--- src/rtl/microwave_pkg.sv ---
// Shared types for the microwave oven timer controller.
package microwave_pkg;

  typedef enum logic [2:0] {
    IDLE  = 3'd0,
    OPEN  = 3'd1,
    COOK  = 3'd2,
    PAUSE = 3'd3,
    BELL  = 3'd4
  } mw_state_t;

endpackage

--- src/rtl/tick_prescaler.sv ---
// Divides clk down to a one-cycle tick every TICK_DIV enabled cycles.
// clr restarts the count; a disabled prescaler holds its count.
module tick_prescaler #(
  parameter int unsigned TICK_DIV = 100
) (
  input  logic clk,
  input  logic rst,
  input  logic en,
  input  logic clr,
  output logic tick
);

  localparam int unsigned CW = $clog2(TICK_DIV);
  localparam logic [CW-1:0] LAST = CW'(TICK_DIV - 1);

  logic [CW-1:0] count_q, count_d;

  always_comb begin
    count_d = count_q;
    if (clr) begin
      count_d = '0;
    end else if (en) begin
      count_d = (count_q == LAST) ? '0 : count_q + CW'(1);
    end
  end

  always_ff @(posedge clk) begin
    if (rst) count_q <= '0;
    else     count_q <= count_d;
  end

  assign tick = en && (count_q == LAST);

endmodule

--- src/rtl/microwave_timer_ctrl.sv ---
// Microwave controller: door/start FSM with internal cook-time countdown,
// duty-cycled power, add-time and a timed bell before returning to idle.
module microwave_timer_ctrl
  import microwave_pkg::*;
#(
  parameter int unsigned TIME_W     = 8,
  parameter int unsigned TICK_DIV   = 100,
  parameter int unsigned PWR_LEVELS = 4,
  parameter int unsigned BELL_SEC   = 3,
  parameter int unsigned ADD_STEP   = 30,
  localparam int unsigned PW        = $clog2(PWR_LEVELS + 1)
) (
  input  logic              clk,
  input  logic              rst,
  input  logic              door,
  input  logic              start,
  input  logic              stop,
  input  logic              add,
  input  logic              time_load,
  input  logic [TIME_W-1:0] time_in,
  input  logic [PW-1:0]     power_in,
  output logic              heat,
  output logic              light,
  output logic              bell,
  output logic [TIME_W-1:0] remaining,
  output logic              busy
);

  localparam int unsigned BW = (BELL_SEC > 1) ? $clog2(BELL_SEC) : 1;
  localparam logic [TIME_W-1:0] T_MAX     = '1;
  localparam logic [TIME_W:0]   ADD_W     = (TIME_W + 1)'(ADD_STEP);
  localparam logic [PW-1:0]     P_MAX     = PW'(PWR_LEVELS);
  localparam logic [PW-1:0]     PH_LAST   = PW'(PWR_LEVELS - 1);
  localparam logic [BW-1:0]     BELL_LAST = BW'(BELL_SEC - 1);

  mw_state_t         state_q, state_d;
  logic [TIME_W-1:0] rem_q, rem_d;
  logic [PW-1:0]     power_q, power_d;
  logic [PW-1:0]     phase_q, phase_d;
  logic [BW-1:0]     bell_cnt_q, bell_cnt_d;
  logic              presc_en, presc_clr, tick;
  logic [TIME_W:0]   add_sum;
  logic [PW-1:0]     phase_next;

  // Gating the prescaler on door keeps the partial second frozen across a pause.
  assign presc_en = ((state_q == COOK) && !door) || (state_q == BELL);

  tick_prescaler #(.TICK_DIV(TICK_DIV)) u_prescaler (
    .clk  (clk),
    .rst  (rst),
    .en   (presc_en),
    .clr  (presc_clr),
    .tick (tick)
  );

  always_comb begin
    add_sum    = {1'b0, rem_q} + ADD_W - {{TIME_W{1'b0}}, tick};
    phase_next = (phase_q == PH_LAST) ? '0 : phase_q + PW'(1);
  end

  always_comb begin
    state_d    = state_q;
    rem_d      = rem_q;
    power_d    = power_q;
    phase_d    = phase_q;
    bell_cnt_d = bell_cnt_q;
    presc_clr  = 1'b0;
    case (state_q)
      IDLE: begin
        if (door) begin
          state_d = OPEN;
        end else if (stop) begin
          rem_d = '0;
        end else if (time_load) begin
          rem_d = time_in;
        end else if (start && (rem_q != '0)) begin
          state_d   = COOK;
          power_d   = (power_in > P_MAX) ? P_MAX : power_in;
          phase_d   = '0;
          presc_clr = 1'b1;
        end
      end
      OPEN: begin
        if (!door) begin
          state_d = IDLE;
        end else if (stop) begin
          rem_d = '0;
        end else if (time_load) begin
          rem_d = time_in;
        end
      end
      COOK: begin
        if (door) begin
          state_d = PAUSE;
        end else if (stop) begin
          state_d = IDLE;
          rem_d   = '0;
        end else if (add) begin
          rem_d = add_sum[TIME_W] ? T_MAX : add_sum[TIME_W-1:0];
          if (tick) phase_d = phase_next;
        end else if (tick && (rem_q != '0)) begin
          rem_d   = rem_q - TIME_W'(1);
          phase_d = phase_next;
          if (rem_q == TIME_W'(1)) begin
            state_d    = BELL;
            bell_cnt_d = '0;
            presc_clr  = 1'b1;
          end
        end
      end
      PAUSE: begin
        if (!door) begin
          state_d = COOK;
        end else if (stop) begin
          state_d = OPEN;
          rem_d   = '0;
        end
      end
      BELL: begin
        if (door) begin
          state_d = OPEN;
        end else if (stop || start) begin
          state_d = IDLE;
        end else if (tick) begin
          if (bell_cnt_q == BELL_LAST) state_d = IDLE;
          else                         bell_cnt_d = bell_cnt_q + BW'(1);
        end
      end
      default: state_d = IDLE;
    endcase
  end

  always_ff @(posedge clk) begin
    if (rst) begin
      state_q    <= IDLE;
      rem_q      <= '0;
      power_q    <= '0;
      phase_q    <= '0;
      bell_cnt_q <= '0;
    end else begin
      state_q    <= state_d;
      rem_q      <= rem_d;
      power_q    <= power_d;
      phase_q    <= phase_d;
      bell_cnt_q <= bell_cnt_d;
    end
  end

  assign heat      = (state_q == COOK) && (phase_q < power_q);
  assign light     = (state_q == OPEN) || (state_q == COOK) || (state_q == PAUSE);
  assign bell      = (state_q == BELL);
  assign busy      = (state_q == COOK) || (state_q == PAUSE);
  assign remaining = rem_q;

endmodule

--- config.mk ---
export PLATFORM = sky130hd
export DESIGN_NAME = microwave_timer_ctrl
export DESIGN_NICKNAME = d
export VERILOG_FILES = /design/src/rtl/microwave_pkg.sv /design/src/rtl/tick_prescaler.sv /design/src/rtl/microwave_timer_ctrl.sv
export SDC_FILE = /design/constraint.sdc
export NUM_CORES = 1
export LEC_CHECK = 0
export CAP_MARGIN = 5
export CORE_MARGIN = 2
export CORE_UTILIZATION = 46
export CTS_BUF_LIST = sky130_fd_sc_hd__clkbuf_16
export DETAILED_ROUTE_END_ITERATION = 10
export MAX_ROUTING_LAYER = met4
export PLACE_DENSITY = 0.68
export SYNTH_ARGS = -nofsm -noshare
export SYNTH_HDL_FRONTEND = slang
export SYNTH_SLANG_ARGS = --single-unit
--- constraint.sdc ---
create_clock -name clk -period 4.6 [get_ports clk]
set_input_delay 0.69 -clock clk [delete_from_list [all_inputs] [get_ports clk]]
set_output_delay 0.69 -clock clk [all_outputs]
set_load 0.02 [all_outputs]
==> results.md <==
- Io pins: 30
- Critical Path Max Stage Delay: 0.50 ns
- Antenna violations before repair: 0
- Top FF cell, synth: dfxtp_1
- Yosys warns: 0
- GP Congestion: 0.884
- Setup TNS: 0 ns
- CTS Sinks: 26
- CP dominant cell by count: ha_1
- Outcome: finished, final reports clean
- Mux cell area share after synthesis: 3.20%
- Max frequency: 0.233 GHz
- Most common cell in the netlist: nor2_1
- EDFF count, synth: 0
- Final Max Tran Viols: 0
- Post-CTS Setup Bufs: 0
- WHS Endpoint: power_q[1]
- Crit path max fanout: 6
- DR DRC count: 0
- Top-area cell type share of the netlist area: 26.6%
- Clk_lat worst skew: 0.26 ns
- Reg2reg path depth: 13
- Final period util: 93.4%
- DP Worst Slack: 0.0559 ns
- Final min period: 4.30 ns
- Synth Area in Compound Gates: 21.6%
- CTS tree: done
- Drt wl/cell: 14.1 um
- Met2 routed WL: 2120 um
- Hold/Removal Path Class: reg -> reg
- Post-synthesis register bit count: 26
- Hold Fails Final Rpt: 0
- Port Buf Inserts: 29
- H-tree levels: 1
- Initial DRT Pass Iterations: 4
- Crit-path slowest cell: or3b_2
- Syn_nets: 276
- Met3 Wirelength: 223 um
- Top Metal Used: met4
- Synth top area cells: dfxtp_1 27%, ha_1 10%, nor2_1 6.3%, a211oi_1 3.8%, nand2_1 3.3%
- Post-DP HPWL: 3320 um
- RR Endpoint: remaining[7]
- Main combinational cell family by area after synthesis: simple AND/OR/NAND/NOR gates
- Die H: 69.2 um
- Synth Cell Area: 1950 um^2
- Leakage: 0.846 nW
- Worst Setup Start Kind: input port
- Worst-Margin Slew: 0.628 ns
- Fin util: 58.5%
- Adder-Cell Fraction of Synth Area: 10.2%
- Die ar.: 4790 um^2
- Worst r2r src: u_prescaler.count_q[2]
- Num rows: 23
- Initial Util: 48.2%
- Required @ worst endpoint: 4.72 ns
- Rel. slew slack: 58.0%
- Global Route Usage Sum: 20.0%
- Post-synthesis average cell area: 8.08 um^2
- CP Cell Sequence: clkdlybuf4s50_1, or3b_2, a2111oi_4, ha_1, inv_1, ha_1, inv_1, ha_1, or3b_2, a211oi_1, xor2_1, o311a_1, o21ai_0, a311oi_1
- Antenna Nets Post-Route: 0
- Cell taking the most area after synthesis: dfxtp_1
- Met1 wire length: 2120 um
- Worst setup EP type: flop
- Crit path DAT: 4.42 ns
- RSZ-0062 raised after global routing: no
- Die width: 69.2 um
- Setup CP Type: in -> reg
- Synth cell count leaders: 33 x nor2_1, 26 x dfxtp_1, 17 x nand2_1, 16 x ha_1, 16 x inv_1
- R2R setup slack: 0.77 ns
- Clk pin slew, worst setup/hold paths: 0.07 ns
- Max Buffers Root-to-Sink: 2
- Peak supply drop: 0.219 mV
- Hold Buf Count CTS: 0
- Fin nets: 305
- XOR/XNOR Fraction of Synth Area: 6.27%
- First-pass GRT wire length: 7740 um
- Power per Cell Area: 271 nW/um^2
- Grt ovf: 0
- Layout cell share with drive strength beyond 1: 8.92%
- DR vias/cell: 5.59
- Post-Synth Simple-Gate Area: 26.6%
- Unique masters post-synth: 50
- Worst hold start: power_q[1]
- Largest net degree at the start of global routing: 24
- Vias in the first global route: 1672
- CTS Root Cell: clkbuf_16
- Setup Skew: 0.00503 ns
- Worst hold path depth: 2
- Synth Instances: 242
- Area grow syn2layout: 21.4%
- Max Cap Viol: 0
- Num CTS Buffers: 3
- Ant. Diodes: 0
- Vias: 1783
- DRT iter0 DRCs: 69
- Register area share after synthesis: 26.6%
- Worst setup margin: 0.305 ns
- Routed WL: 4500 um
- Synth async-reset ratio: 0%
- Final Setup Violations: 0
- Core footprint: 4060 um^2
- Post_cts resized: 0
report_power, final:
part | switching [mW] | leakage [nW] | internal [mW]
Clock | 0.0786 | 0.0370 | 0.115
Combinational | 0.108 | 0.597 | 0.0899
Sequential | 0.0164 | 0.212 | 0.235
Total | 0.203 | 0.846 | 0.440
final cells by class:
class	instances	area, um^2
Multi-Input combinational cell	190	1330
Inverter	16	60.1
Tap cell	50	62.6
Sequential cell	26	520
Fill cell	382	1680
Clock buffer	3	75.1
Timing Repair Buffer	34	328
worst max-delay path, delay by kind of cell:
family | cells | cell delay (ns)
xor gates and xnor gates | 1 | 0.12
AOI/OAI and AO/OA | 5 | 1.47
buffers and inverters | 3 | 0.56
and+or+nand+nor | 2 | 0.96
adders and majority gates | 3 | 0.60
flip-flops by register name (all words and copies together), names as in the netlist:
| register | cells |
|---|---|
| remaining | 8 |
| u_prescaler.count_q | 7 |
| phase_q | 3 |
| power_q | 3 |
| state_q | 3 |
| bell_cnt_q | 2 |
cells in the final DEF (no fill, tap or decap), types with 4 or more instances in the layout:
cell and n:
a211oi_1 10, a21oi_1 11, a22oi_1 4, a31oi_1 5
buf_4 5, clkdlybuf4s50_1 29, dfxtp_1 26, ha_1 16
inv_1 16, mux2i_1 4, nand2_1 17, nand2b_1 4
nand3_1 6, nand3b_1 6, nand4_1 4, nor2_1 33
nor3_1 6, nor4_1 4, o21ai_0 8, or3b_2 4
xnor2_1 7, xor2_1 7
cell families after synthesis:
kind of cell | count (synthesis)
xor+xnor | 14
flops | 26
fa+ha+maj | 16
simple gates | 99
buf+inv | 26
compound gates | 55
mux | 6
per-stage QoR:
stage / hold slack (ns) / area [um^2] / power [mW] / instances
after floorplan: 0.432 / 1950 / 0.388 / 242
after global placement: 0.441 / 2300 / 0.451 / 316
after detailed placement: 0.449 / 2300 / 0.452 / 316
after CTS: 0.459 / 2370 / 0.649 / 319
after global routing: 0.478 / 2370 / 0.680 / 319
final: 0.458 / 2370 / 0.643 / 319
routing by layer:
layer | vias to the layer above | GRT usage, %
li1 | 934 | -
met1 | 804 | 27.3
met2 | 41 | 31.0
met3 | 4 | 3.63
met4 | 0 | 4.14
met5 | - | -
how the worst max path moves through the flow:
stage               start           end  cells after the start
finish               door  remaining[7]                     14
global route         door  remaining[7]                     14
CTS                  door  remaining[7]                     14
detailed placement   door  remaining[7]                     14
global placement     door  remaining[7]                     14
floorplan            door  remaining[7]                     13
Note: power is estimated with default switching activity, not from simulation.
